**src/rtl/div_result_packer.sv**
```systemverilog
// Captures divider results LATENCY cycles after each accepted issue, buffers them
// in a credit-managed FIFO and packs them into LINE_BITS-wide lines for the AFU.
module div_result_packer #(
  parameter int DATA_LEN  = 32,
  parameter int LATENCY   = 11,
  parameter int LINE_BITS = 512,
  parameter int DEPTH     = 32
) (
  input  logic                                        clk,
  input  logic                                        reset,
  input  logic                                        issue_valid,
  output logic                                        issue_ready,
  input  logic [DATA_LEN-1:0]                         div_result,
  input  logic                                        flush,
  output logic                                        out_valid,
  input  logic                                        out_ready,
  output logic [LINE_BITS-1:0]                        out_data,
  output logic [$clog2(LINE_BITS/DATA_LEN+1)-1:0]     out_count,
  output logic                                        busy
);

  localparam int WORDS = LINE_BITS / DATA_LEN;
  localparam int CW    = $clog2(WORDS + 1);
  localparam int PW    = (DEPTH > 1) ? $clog2(DEPTH) : 1;
  localparam int FW    = $clog2(DEPTH + 1);

  typedef enum logic {FILL, EMIT} state_t;

  state_t              state;
  logic [LATENCY-1:0]  valid_line;
  logic [FW-1:0]       inflight;
  logic [FW-1:0]       fifo_count;
  logic [PW-1:0]       wr_ptr;
  logic [PW-1:0]       rd_ptr;
  logic [DATA_LEN-1:0] mem [DEPTH];
  logic [CW-1:0]       widx;
  logic [LINE_BITS-1:0] line;
  logic                flush_pending;
  logic                flush_line;

  logic                accept;
  logic                push;
  logic                pop;
  logic                fifo_empty;
  logic [FW:0]         credit_used;

  function automatic logic [PW-1:0] next_ptr(input logic [PW-1:0] p);
    return (p == PW'(DEPTH - 1)) ? '0 : p + PW'(1);
  endfunction

  // Credits cover both buffered and still-in-divider results, so the FIFO cannot overflow.
  assign credit_used = {1'b0, fifo_count} + {1'b0, inflight};
  assign issue_ready = !reset && (credit_used < (FW+1)'(DEPTH));
  assign accept      = issue_valid && issue_ready;
  assign push        = valid_line[LATENCY-1];
  assign fifo_empty  = (fifo_count == '0);
  assign pop         = (state == FILL) && !fifo_empty;

  assign out_data = line;
  assign busy     = (inflight != '0) || !fifo_empty || (widx != '0) ||
                    (state == EMIT) || flush_pending;

  always_ff @(posedge clk) begin
    if (reset) begin
      valid_line <= '0;
    end else begin
      // NOTE: non-blocking, so every stage takes the previous stage's old value and the bit walks one slot per cycle.
      valid_line[0] <= accept;
      for (int i = 1; i < LATENCY; i++) valid_line[i] <= valid_line[i-1];
    end
  end

  always_ff @(posedge clk) begin
    if (reset) begin
      inflight <= '0;
    end else begin
      case ({accept, push})
        2'b10:   inflight <= inflight + FW'(1);
        2'b01:   inflight <= inflight - FW'(1);
        default: ;
      endcase
    end
  end

  always_ff @(posedge clk) begin
    if (reset) begin
      wr_ptr     <= '0;
      rd_ptr     <= '0;
      fifo_count <= '0;
    end else begin
      if (push) wr_ptr <= next_ptr(wr_ptr);
      if (pop)  rd_ptr <= next_ptr(rd_ptr);
      if (push && !pop)      fifo_count <= fifo_count + FW'(1);
      else if (pop && !push) fifo_count <= fifo_count - FW'(1);
    end
  end

  // NOTE: storage is deliberately not reset; the pointers and count alone decide which entries are valid.
  always_ff @(posedge clk) begin
    if (push) mem[wr_ptr] <= div_result;
  end

  always_ff @(posedge clk) begin
    if (reset) begin
      state         <= FILL;
      widx          <= '0;
      line          <= '0;
      flush_pending <= 1'b0;
      flush_line    <= 1'b0;
      out_valid     <= 1'b0;
      out_count     <= '0;
    end else begin
      if (flush) flush_pending <= 1'b1;
      case (state)
        FILL: begin
          if (pop) begin
            line[widx*DATA_LEN +: DATA_LEN] <= mem[rd_ptr];
            widx <= widx + CW'(1);
            if (widx == CW'(WORDS - 1)) begin
              state      <= EMIT;
              out_valid  <= 1'b1;
              out_count  <= CW'(WORDS);
              flush_line <= 1'b0;
            end
          end else if (flush_pending && inflight == '0) begin
            // Everything has drained: ship the partial line, or drop an empty flush.
            if (widx != '0) begin
              state      <= EMIT;
              out_valid  <= 1'b1;
              out_count  <= widx;
              flush_line <= 1'b1;
            end else if (!flush) begin
              flush_pending <= 1'b0;
            end
          end
        end
        EMIT: begin
          if (out_ready) begin
            state     <= FILL;
            out_valid <= 1'b0;
            out_count <= '0;
            line      <= '0;
            widx      <= '0;
            if (flush_line && !flush) flush_pending <= 1'b0;
          end
        end
      endcase
    end
  end

endmodule
```
**config.mk**
```make
export PLATFORM = sky130hd
export DESIGN_NAME = div_result_packer
export DESIGN_NICKNAME = d
export VERILOG_FILES = /design/src/rtl/div_result_packer.sv
export SDC_FILE = /design/constraint.sdc
export NUM_CORES = 2
export LEC_CHECK = 0
export ABC_CLOCK_PERIOD_IN_PS = 5500
export BUFFER_PORTS_ARGS = -buffer_cell sky130_fd_sc_hd__buf_2
export CORE_ASPECT_RATIO = 1.4
export CORE_MARGIN = 3
export CORE_UTILIZATION = 59
export DETAILED_ROUTE_END_ITERATION = 12
export GPL_ROUTABILITY_DRIVEN = 0
export PLACE_DENSITY = 0.86
export SLEW_MARGIN = 0
export SYNTH_ARGS = -nofsm -noshare
export SYNTH_HDL_FRONTEND = slang
export SYNTH_SLANG_ARGS = --single-unit
```
**constraint.sdc**
```tcl
create_clock -name clk -period 5.5 [get_ports clk]
set_input_delay 0 -clock clk [delete_from_list [all_inputs] [get_ports clk]]
set_output_delay 0 -clock clk [all_outputs]
set_load 0.01 [all_outputs]
```
==> flow_summary.ini <==
[critical_path]
cp_slowest_cell = o41ai_4
arrival_ns = 4.97
crit_path_frequent_cell = ha_1
path_buf_inv = 2
cp_cell_sequence = inv_2 -> ha_1 -> nor3b_1 -> ha_1 -> nand2b_1 -> o41ai_4 -> nand2_2 -> nor3b_4 -> buf_4 -> a22o_1
reg2reg_slack_ns = 1.23
cp-start-kind = flop
worst-path-stages = 10
reg2reg_depth = 10
worstSetupEndpointType = flop
reg2reg_to = out_data[97]$_SDFFE_PP0P_
r2r-start = widx[0]$_SDFFE_PP0P_
worst_setup_path_startpoint = widx[0]$_SDFFE_PP0P_
cp.required_ns = 6.20
max_stage_delay_ns = 0.63
criticalPathCategory = reg2reg
crit_family = simple AND/OR/NAND/NOR gates
cp_max_fo = 23
cp-endpoint = out_data[97]$_SDFFE_PP0P_

[yosys]
syn-num-nets = 3504
synth_area_leader_cell = edfxtp_1
syn-cell-area_um2 = 57730
synthTopCellsByArea = edfxtp_1, dfxtp_1, a22o_1
syn_area_per_cell_um2 = 16.79
ys_ff_latch = 1588
netlist.area_leader.share = 0.5327
yosysSeqAreaShare = 0.7283
synth_cell_types = 69
ys.flop_type = edfxtp_1
postSynth.asyncResetShare = 0
yosysWarnings = 0
synthCells = 3439
synth_edf_count = 1024

[floorplan]
rows = 135
pin_count = 557
floorplan.core_area_um2 = 96960
die-area_um2 = 101700
start_util = 0.5954
chipWidth_um = 270.4
die_height_um = 376.1

[flow_run]
maxCapViolCount = 0

[clock_tree]
ctsHtreeMaxLevel = 4
ctsResizeCount = 0
clock_tree.root_cell = clkbuf_16
cts_tree = done
cts_setup_buffers = 0
cts.clk_slew.worst_paths_ns = 0.07
cts_buffers = 138
clock-sinks = 1588
clock_path_buffers = 3
postCtsHoldBufs = 40
worstSkewPairLatency_ns = 0.78

[sta]
whs_ns = 0.2791
rsz0062_at_grt = false
maxSlewViolCount = 0
finalHoldViolations = 0
worstMarginPinSlew_ns = 1.298
finalCriticalPeriod_ns = 4.274
final.setup.worst_slack_ns = 1.226
slew_headroom = 0.1325
skew_ns = 0.03296
setup_viol = 0
min_period_over_period = 0.7771
fmax_ghz = 0.2340
setup_tns_ns = 0

[detailed_routing]
wire_per_inst_um = 31.52
routed_wirelength_um = 170400
drc = 0
vias = 36638
drt_pre_antenna_iters = 7
dr.first_iter.drc_count = 4669
vias_per_cell = 6.777
ant_nets = 0

[layout]
ff_latch_area_um2 = 42050
multiInputGateArea_um2 = 14910
n_fill_cell = 5846
utilization = 0.6915
final_nets = 4060
areaGrowthSynthToFinish_pct = 16.13
drive_gt1_frac = 0.2651

[global_routing]
grt_max_degree = 81
grt_pass1_wl_um = 246000
antenna_found_initial = 2
grt_pass1_vias = 36502
grt.total_usage = 0.3283
grt_overflow = 0

[status]
status = finished, final reports clean

[place]
hpwlAfterDp_um = 101000
portBuffers = 556
place_ws_ns = 1.293

[power_and_ir_drop]
ir_drop_mv = 0.3466
power.leakage_nw = 23.87
p_total_mw = 27.28
p_per_area_nw_per_um2 = 406.9

[worst_hold_path]
worstHoldPathType = in2reg
hold-path-cell-count = 2
synthesized netlist by cell type, types with 16 or more instances:
cell / number
a21oi_1: 96
a22o_1: 512
a22oi_1: 130
buf_2: 142
clkbuf_1: 82
dfxtp_1: 564
edfxtp_1: 1024
ha_1: 26
mux2i_1: 262
mux4_2: 128
nand2_1: 91
nand3_1: 70
nand4_2: 31
nor2_1: 58
nor2b_1: 16
nor3_1: 22
flip-flops by register name, indices dropped and copies added, names as in the netlist, named ones only:
signal	count
state	1
out_valid	1
fifo_count	6
wr_ptr	5
inflight	6
rd_ptr	5
out_count	5
flush_line	1
mem	1024
flush_pending	1
widx	5
out_data	512
valid_line	11
how the worst min path moves through the flow:
stage | start | endpoint | slack, ns
after global placement | issue_valid | valid_line[0]$_SDFF_PP0_ | 0.22
after global routing | div_result[30] | mem[12][30]$_DFFE_PP_ | 0.30
final | div_result[30] | mem[20][30]$_DFFE_PP_ | 0.28
after CTS | div_result[30] | mem[26][30]$_DFFE_PP_ | 0.24
after floorplan | div_result[0] | mem[0][0]$_DFFE_PP_ | 0.1
after detailed placement | issue_valid | valid_line[0]$_SDFF_PP0_ | 0.23
cell usage in the layout (no fill, tap or decap), drive strengths merged, types with 3 or more instances in the layout:
master / instances
clkinv: 42
and3: 6
xnor2: 5
a41oi: 4
bufinv: 11
a211oi: 4
nand4b: 3
nand3: 70
clkbuf: 187
o21ai: 14
nand2: 92
nor4: 5
nor3: 26
and2: 4
a22oi: 130
nand2b: 7
a21o: 6
inv: 24
nor2b: 16
a31oi: 12
mux2i: 262
mux4: 128
or4: 3
dfxtp: 564
a21oi: 97
nor3b: 5
edfxtp: 1024
buf: 635
dlygate4sd3: 40
a31o: 3
a22o: 512
nand4: 41
ha: 26
nor2: 62
cell type report:
type,count,area share
multi-input cells,1575,0.2224
clock buffers,187,0.05668
well taps,1301,0.02428
flip-flops and latches,1588,0.6272
repair buffers,675,0.05801
clock inverters,62,0.01045
inverters,17,0.0009518
diodes,1,0.00003733
stage by stage:
stage / instances / cell area [um^2]
after global placement: 5116 / 62140
final: 5406 / 67040
after global routing: 5406 / 67040
after floorplan: 3439 / 57730
after CTS: 5405 / 67040
after detailed placement: 5116 / 62140
cells by family (layout without fill, tap and decap cells):
group,Yosys count,after routing,synth area share
adders and majority gates,28,28,0.006329
buffers and inverters,276,941,0.02278
DFF,1588,1588,0.7283
muxes,391,391,0.09556
other,0,1,0
AOI/OAI and AO/OA,799,799,0.1118
xor gates and xnor gates,7,7,0.001062
and+or+nand+nor,350,350,0.03420
where the power goes:
part / switching (mW) / total, mW / leakage, nW / internal, mW
combinational: 3.31 / 4.57 / 7.93 / 1.26
clock: 4.33 / 9.75 / 2.20 / 5.41
sequential: 0.165 / 13.0 / 13.7 / 12.8
total: 7.81 / 27.3 / 23.9 / 19.5
metal layers:
| metal | vias to the layer above | GRT usage | wire (um) |
|---|---|---|---|
| met2 | 2845 | 0.5496 | 83610 |
| met1 | 18244 | 0.3790 | 55270 |
| li1 | 14793 | - | - |
| met4 | 0 | 0.2192 | 13020 |
| met5 | - | 0 | 0 |
| met3 | 756 | 0.07635 | 18470 |
Note: power is estimated with default switching activity, not from simulation.
